`config.mk`:
```
export PLATFORM = sky130hd
export DESIGN_NAME = legv8_fetch_unit_flat
export DESIGN_NICKNAME = d
export VERILOG_FILES = /design/src/rtl/legv8_pkg.sv /design/src/rtl/legv8_fetch_unit_if.sv /design/src/rtl/legv8_pc_next.sv /design/src/rtl/legv8_fetch_unit.sv /design/src/flat_wrapper.sv
export SDC_FILE = /design/constraint.sdc
export NUM_CORES = 1
export LEC_CHECK = 0
export CAP_MARGIN = 25
export CORE_MARGIN = 8
export CORE_UTILIZATION = 25
export DETAILED_ROUTE_END_ITERATION = 12
export PLACE_DENSITY = 0.54
export SYNTH_ARGS = -nofsm -noshare
export SYNTH_HDL_FRONTEND = slang
export SYNTH_SLANG_ARGS = --single-unit
```
`constraint.sdc`:
```
create_clock -name clk -period 5.15 [get_ports clk]
set_input_delay 1.03 -clock clk [delete_from_list [all_inputs] [get_ports clk]]
set_output_delay 1.03 -clock clk [all_outputs]
set_load 0.05 [all_outputs]
```
`src/rtl/legv8_pkg.sv`:
```
// Shared constants, state encoding and helpers for the LEGv8 instruction fetch unit.
package legv8_pkg;

    localparam logic [31:0] HALT_WORD  = 32'hFFFF_FFFF;
    localparam int          OPCODE_MSB = 31;
    localparam int          OPCODE_LSB = 22;
    localparam int          BR_OFF_W   = 19;

    typedef enum logic [2:0] {
        ST_IDLE   = 3'd0,
        ST_REQ    = 3'd1,
        ST_WAIT   = 3'd2,
        ST_VALID  = 3'd3,
        ST_HALTED = 3'd4
    } state_t;

    function automatic logic [9:0] opcode_of(input logic [31:0] word);
        return word[OPCODE_MSB:OPCODE_LSB];
    endfunction

endpackage

```
`src/rtl/legv8_fetch_unit_if.sv`:
```
// Instruction-memory and controller handshake bundle of the fetch unit.
interface legv8_fetch_unit_if
    import legv8_pkg::*;
#(
    parameter int PC_W = 32
) ();
    logic                imem_rd_en;
    logic [PC_W-3:0]     imem_addr;
    logic [31:0]         imem_rdata;
    logic [31:0]         instruction;
    logic [9:0]          opcode;
    logic                instr_valid;
    logic                instr_ready;
    logic                branch_taken;
    logic [BR_OFF_W-1:0] branch_offset;

    modport master (
        output imem_rd_en, imem_addr, instruction, opcode, instr_valid,
        input  imem_rdata, instr_ready, branch_taken, branch_offset
    );

    modport slave (
        input  imem_rd_en, imem_addr, instruction, opcode, instr_valid,
        output imem_rdata, instr_ready, branch_taken, branch_offset
    );
endinterface

```
`src/rtl/legv8_pc_next.sv`:
```
// Next-PC computation: sequential +4 or a taken branch of a signed word offset, modulo 2^PC_W.
module legv8_pc_next
    import legv8_pkg::*;
#(
    parameter int PC_W = 32
) (
    input  logic [PC_W-1:0]     pc,
    input  logic                branch_taken,
    input  logic [BR_OFF_W-1:0] branch_offset,
    output logic [PC_W-1:0]     next_pc
);
    logic [PC_W-1:0] byte_offset_s;
    logic [PC_W-1:0] seq_step_s;

    // The word offset becomes a byte offset with two zero LSBs, so pc alignment is preserved.
    assign byte_offset_s = {{(PC_W-BR_OFF_W-2){branch_offset[BR_OFF_W-1]}}, branch_offset, 2'b00};
    assign seq_step_s    = {{(PC_W-3){1'b0}}, 3'b100};
    assign next_pc       = branch_taken ? (pc + byte_offset_s) : (pc + seq_step_s);
endmodule

```
`src/rtl/legv8_fetch_unit.sv`:
```
// LEGv8 fetch unit: fetches one word at a time, holds it for the controller, advances pc on acceptance.
module legv8_fetch_unit
    import legv8_pkg::*;
#(
    parameter int              PC_W     = 32,
    parameter logic [PC_W-1:0] RESET_PC = {PC_W{1'b0}},
    parameter int              COUNT_W  = 16
) (
    input  logic                clk,
    input  logic                rst,
    input  logic                start,
    legv8_fetch_unit_if.master  bus,
    output logic [PC_W-1:0]     pc,
    output logic                halted,
    output logic [COUNT_W-1:0]  retired
);
    state_t               state_r;
    state_t               state_n_s;
    logic [PC_W-1:0]      pc_r;
    logic [PC_W-1:0]      pc_next_s;
    logic [31:0]          instr_r;
    logic [COUNT_W-1:0]   retired_r;
    logic                 rd_en_r;
    logic                 valid_r;
    logic                 halted_r;
    logic                 handshake_s;

    legv8_pc_next #(.PC_W(PC_W)) u_pc_next (
        .pc            (pc_r),
        .branch_taken  (bus.branch_taken),
        .branch_offset (bus.branch_offset),
        .next_pc       (pc_next_s)
    );

    assign handshake_s = (state_r == ST_VALID) && bus.instr_ready;

    // Next-state logic of the fetch sequencer.
    always_comb begin
        state_n_s = state_r;
        case (state_r)
            ST_IDLE: begin
                if (start) state_n_s = ST_REQ;
                else       state_n_s = ST_IDLE;
            end
            ST_REQ:  state_n_s = ST_WAIT;
            ST_WAIT: begin
                if (bus.imem_rdata == HALT_WORD) state_n_s = ST_HALTED;
                else                             state_n_s = ST_VALID;
            end
            ST_VALID: begin
                if (bus.instr_ready) state_n_s = ST_REQ;
                else                 state_n_s = ST_VALID;
            end
            ST_HALTED: state_n_s = ST_HALTED;
            default:   state_n_s = ST_IDLE;
        endcase
    end

    // State, pc, held instruction and retire counter; strobes are registered from the next state.
    always_ff @(posedge clk) begin
        if (rst) begin
            state_r   <= ST_IDLE;
            pc_r      <= RESET_PC;
            instr_r   <= 32'h0000_0000;
            retired_r <= {COUNT_W{1'b0}};
            rd_en_r   <= 1'b0;
            valid_r   <= 1'b0;
            halted_r  <= 1'b0;
        end else begin
            state_r  <= state_n_s;
            rd_en_r  <= (state_n_s == ST_REQ);
            valid_r  <= (state_n_s == ST_VALID);
            halted_r <= (state_n_s == ST_HALTED);
            if (state_r == ST_WAIT) begin
                instr_r <= bus.imem_rdata;
            end
            if (handshake_s) begin
                pc_r <= pc_next_s;
                if (retired_r != {COUNT_W{1'b1}}) begin
                    retired_r <= retired_r + {{(COUNT_W-1){1'b0}}, 1'b1};
                end
            end
        end
    end

    assign bus.imem_rd_en  = rd_en_r;
    assign bus.imem_addr   = pc_r[PC_W-1:2];
    assign bus.instruction = instr_r;
    assign bus.opcode      = opcode_of(instr_r);
    assign bus.instr_valid = valid_r;
    assign pc              = pc_r;
    assign halted          = halted_r;
    assign retired         = retired_r;
endmodule
```
`src/flat_wrapper.sv`:
```
// flat-port wrapper written by rule: the top's interface ports become plain ports
module legv8_fetch_unit_flat import legv8_pkg::*;
#(
    parameter int              PC_W     = 32,
    parameter logic [PC_W-1:0] RESET_PC = {PC_W{1'b0}},
    parameter int              COUNT_W  = 16
)
  (clk, rst, start, pc, halted, retired, bus_imem_rd_en, bus_imem_addr, bus_instruction, bus_opcode, bus_instr_valid, bus_imem_rdata, bus_instr_ready, bus_branch_taken, bus_branch_offset);
  legv8_fetch_unit_if #(.PC_W(PC_W)) bus_i ();
  input  logic clk;
  input  logic rst;
  input  logic start;
  output logic [PC_W-1:0] pc;
  output logic halted;
  output logic [COUNT_W-1:0] retired;
  output wire logic [$bits(bus_i.imem_rd_en)-1:0] bus_imem_rd_en;
  output wire logic [$bits(bus_i.imem_addr)-1:0] bus_imem_addr;
  output wire logic [$bits(bus_i.instruction)-1:0] bus_instruction;
  output wire logic [$bits(bus_i.opcode)-1:0] bus_opcode;
  output wire logic [$bits(bus_i.instr_valid)-1:0] bus_instr_valid;
  input wire logic [$bits(bus_i.imem_rdata)-1:0] bus_imem_rdata;
  input wire logic [$bits(bus_i.instr_ready)-1:0] bus_instr_ready;
  input wire logic [$bits(bus_i.branch_taken)-1:0] bus_branch_taken;
  input wire logic [$bits(bus_i.branch_offset)-1:0] bus_branch_offset;
  assign bus_imem_rd_en = bus_i.imem_rd_en;
  assign bus_imem_addr = bus_i.imem_addr;
  assign bus_instruction = bus_i.instruction;
  assign bus_opcode = bus_i.opcode;
  assign bus_instr_valid = bus_i.instr_valid;
  assign bus_i.imem_rdata = bus_imem_rdata;
  assign bus_i.instr_ready = bus_instr_ready;
  assign bus_i.branch_taken = bus_branch_taken;
  assign bus_i.branch_offset = bus_branch_offset;
  legv8_fetch_unit #(.PC_W(PC_W), .RESET_PC(RESET_PC), .COUNT_W(COUNT_W)) u_core (.clk(clk), .rst(rst), .start(start), .bus(bus_i), .pc(pc), .halted(halted), .retired(retired));
endmodule
```
Word-level counts from Yosys, hierarchy flattened
Cells that the tools add are included.
{"block": "word_totals", "reg_bits": 86, "inputBits": 56, "out_inout_bits": 123, "word_cells": 27}
{"block": "classes", "addsub": 3, "n_eq_ne": 9, "mux": 5, "n_reduce_logical": 3}
{"operator": "$add A32 B3 Y32 const B", "count": 1}
{"operator": "$add A32 B32 Y32", "count": 1}
{"operator": "$eq A32 B32 Y1 const B", "count": 1}
{"operator": "$mux W32", "count": 1}
{"operator": "$add A16 B1 Y16 const B", "count": 1}
{"operator": "$ne A16 B16 Y1 const B", "count": 1}
{"operator": "$pmux W3 S5", "count": 1}
{"operator": "$eq A3 B2 Y1 const B", "count": 3}
{"operator": "$eq A3 B1 Y1 const B", "count": 2}
{"operator": "$eq A3 B3 Y1 const B", "count": 2}
{"operator": "$logic_not A3 Y1", "count": 1}
{"operator": "$mux W3", "count": 1}
{"operator": "$mux W2", "count": 1}
{"operator": "$reduce_and A2 Y1", "count": 1}
{"operator": "$logic_and A1 B1 Y1", "count": 1}
{"operator": "$mux W1", "count": 1}

Logic depth before layout (Yosys ltp)
{"block": "depth", "depth_word": 4, "depth_mapped": 12, "ltp_nobuf": 11}

Cells and area by module
From an unflattened synthesis, not the netlist that was laid out.
{"block": "unflattened", "cells_unflattened": 731, "hier_area_um2": 5442.7}
{"mod": "legv8_fetch_unit", "instances": 1, "cells_per_inst": 454, "area_per_inst_um2": 3622.2, "seq_area_each_um2": 1721.7}
{"mod": "legv8_pc_next", "instances": 1, "cells_per_inst": 277, "area_per_inst_um2": 1820.5, "seq_area_each_um2": 0.0}

Least setup slack after synthesis
OpenSTA, ideal clock, no wires.
{"block": "synth_path", "path_type": "input to register", "startpoint": "input bus_branch_taken", "endpoint": "register u_core.pc_r[22], in the netlist u_core.pc[22]", "setup_ns": 0.123, "arrival_ns": 3.483, "required_ns": 5.027, "slack_ns": 1.544, "stages": 11, "n_path_buf": 2, "cell_sequence": "clkbuf_1 -> clkbuf_1 -> nand2_1 -> fa_1 -> nand2b_1 -> a21oi_2 -> o22ai_2 -> o311ai_1 -> a21oi_2 -> mux2i_1 -> mux2_1"}
{"block": "synth_via", "elab_chain_cells": 1}
{"element": "from (decl)", "line_no": "flat_wrapper.sv:23", "rtl": "input wire logic [$bits(bus_i.branch_taken)-1:0] bus_branch_taken;"}
{"element": "$mux W32", "line_no": "legv8_pc_next.sv:18", "rtl": "assign next_pc = branch_taken ? (pc + byte_offset_s) : (pc + seq_step_s);"}
{"element": "to (signal assigned)", "line_no": "legv8_fetch_unit.sv:78", "rtl": "pc_r <= pc_next_s;"}
{"element": "to (decl)", "line_no": "legv8_fetch_unit.sv:19", "rtl": "logic [PC_W-1:0] pc_r;"}
No other way between the ends.
A chain may end at the register's enable or synchronous reset.

Worst setup path in the final report
{"block": "layout_path", "startpoint": "input bus_branch_taken", "endpoint": "register u_core.pc_r[26], in the netlist u_core.pc[26]"}
Same word-level chain as after synthesis.

==> run summary <==
placeable core area: 20890 sq um
largest fanout on the critical path: 13
leakage power summed over all cells: 2.639 nW
Rows: 53
origin of the worst setup path: bus_branch_taken
post-route DRC violation count: 0
die boundary width: 161.6 um
worst hold slack: 454.1 ps
First-pass DRT Iterations: 4
ratio of cells with drive above 1 in the final layout: 5.679%
Non-Filler Cell Area, Final: 7318 sq um
top post-synthesis cells by area: dfxtp_1 (32%), nand2_1 (8.9%), a21oi_1 (7.0%)
relative slew slack: 57.05%
sequential element share of the synthesized area: 31.73%
number of violations of the max-capacitance limit: 0
via total after detailed routing: 5134
Hold Crit Start: u_core.bus.instruction[14]$_SDFFE_PP0N_
starting utilization of the core area: 25.37%
final HPWL from detailed placement: 13.31 mm
count of inserted antenna diode cells: 0
power density normalized to cell area: 229.4 nW/um^2
setup tns final: 0 ps
1st-iter DRT viols: 216
cell count after synthesis: 691
Synth area leader: dfxtp_1
pin count of the biggest net entering global routing: 96
Final Util: 35.03%
count of instances resized after the clock tree is built: 0
Worst Setup Start Kind: primary input
final setup fails: 0
Synth warnings: 0
register bit count reported by yosys: 84
result of the run: finished, final reports clean
grt ovf: 0
worst clock skew: 9.832 ps
leading cell type in the layout, fill and taps excluded: clkdlybuf4s50_1
post-detailed-route count of antenna-violating nets: 0
Most used DFF post-synth: dfxtp_1
Post-CTS Repair Setup Buffers: 0
initial antenna violation count: 0
number of buffers added on ports: 176
unrepaired setup endpoints after global routing: no
global-route usage over all layers: 13.18%
wire length reported by the detailed router: 17.66 mm
endpoint required time on the critical path: 5390 ps
total count of hold-check failures in the final report: 0
Post-Place Worst Slack: 717.4 ps
first-pass GRT wire length: 27.69 mm
highest attainable clock frequency: 0.2454 GHz
average cell area after synthesis: 7.670 sq um
ratio of routed vias to standard cells: 4.732
arrival time worst endpoint: 4310 ps
Crit Path Class: in2reg
Power, Total: 1.679 mW
CTS Root Buffer Type: clkbuf_16
clock-pin slew of the registers on the worst-case setup and hold paths: 70 ps
vias in the first global route: 5079
EDFF count, synth: 0
number of placed cells counting well taps: 1068
number of ports placed on the die boundary: 179
WL/cell: 16.28 um
source-to-sink clock delay at the later pin of the worst-skew pair: 340 ps
fraction of registers with async set/reset: 0%
number of nets in the final layout: 881
final weighted congestion in routability-driven placement: 0.8254
Worst Tran Pin Value: 644.3 ps
worst min-delay path class: reg2reg
number of clock sinks seen by CTS: 84
area of the mapped netlist: 5300 sq um
cts bufs inserted: 9
area share of the largest cell type after synthesis: 31.73%
maximum clock insertion buffer count: 2
hold bufs inserted after CTS: 0
pins over their slew limit: 0
area grow syn2layout: 38.08%
worst setup margin: 1076 ps
final cell count without fillers: 1085
reg-to-reg setup timing slack: 2190 ps
Final min period: 4074 ps
Worst setup EP type: register
placed inst area: 6983 sq um
Die Y-Extent: 161.6 um
commonest cells after routing, fill and taps aside: clkdlybuf4s50_1 (175), nand2_1 (125), dfxtp_1 (84), a21oi_1 (74), nor2_1 (47)
htree depth: 3
clock tree from TritonCTS: yes
post-synth cell types: 71
worst reg2reg path startpoint: u_core.pc[2]$_SDFFE_PP0P_
period utilisation layout: 79.11%
full die area: 26120 sq um
worst ir drop on vdd: 0.1615 mV
worst paths after layout:
check	to	cells past startpoint
worst max-delay path	u_core.pc[26]$_SDFFE_PP0P_	11
worst min-delay path	u_core.bus.instruction[14]$_SDFFE_PP0N_	2
worst max register to register	u_core.pc[26]$_SDFFE_PP0P_	10
worst min register to register	u_core.bus.instruction[14]$_SDFFE_PP0N_	2
cells by family after synthesis:
kind of cell | synth area share [%]
muxes | 3.423
AOI/OAI and AO/OA | 17.85
xor gates and xnor gates | 4.296
DFF | 31.73
adders and majority gates | 5.052
and+or+nand+nor | 28.21
other | 0.07075
buffers and inverters | 9.372
state kept, by name, summed over array words and instances, names as in the netlist:
signal and flops:
u_core.retired 16, u_core.halted 1, u_core.bus.imem_rd_en 1, u_core.bus.instruction 32, u_core.bus.instr_valid 1, u_core.state_r 3, u_core.pc 30
report_power, final:
group          switching (mW)  internal (mW)
Sequential             0.0163          0.669
Clock                   0.302          0.385
Combinational           0.190          0.117
Total                   0.508           1.17
area by class of cell:
cell class,count,area [sq um]
Timing Repair Buffer,181,1817
Multi-Input combinational cell,519,3131
Inverter,10,37.54
Tap cell,275,344.1
Fill cell,2211,13570
Clock buffer,9,225.2
Sequential cell,84,1682
Clock inverter,7,82.58
Yosys cell counts (14+ instances only):
master / instances
nand2_1: 125
dfxtp_1: 84
a21oi_1: 74
nor2_1: 49
buf_4: 42
clkbuf_1: 31
and2_1: 19
ha_1: 19
o21ai_0: 19
nand3_1: 17
xor2_1: 16
nand4_1: 15
nor3_1: 14
critical path: stages:
cell	delay, ps
clkdlybuf4s50_1	650
buf_4	300
and2_1	150
ha_1	330
a21o_1	220
or3_1	320
o22ai_2	170
o311ai_1	230
a21oi_2	330
mux2i_1	240
mux2_1	330
metal layers:
metal	wire, um	GRT usage [%]	part of all wire (%)	vias up
met1	8089	16.44	46	2382
li1	-	-	-	2599
met5	0	0	0	-
met4	234	3.662	1.3	0
met3	1160	3.970	6.6	15
met2	8175	21.60	46	138
Note: power is estimated with default switching activity, not from simulation.
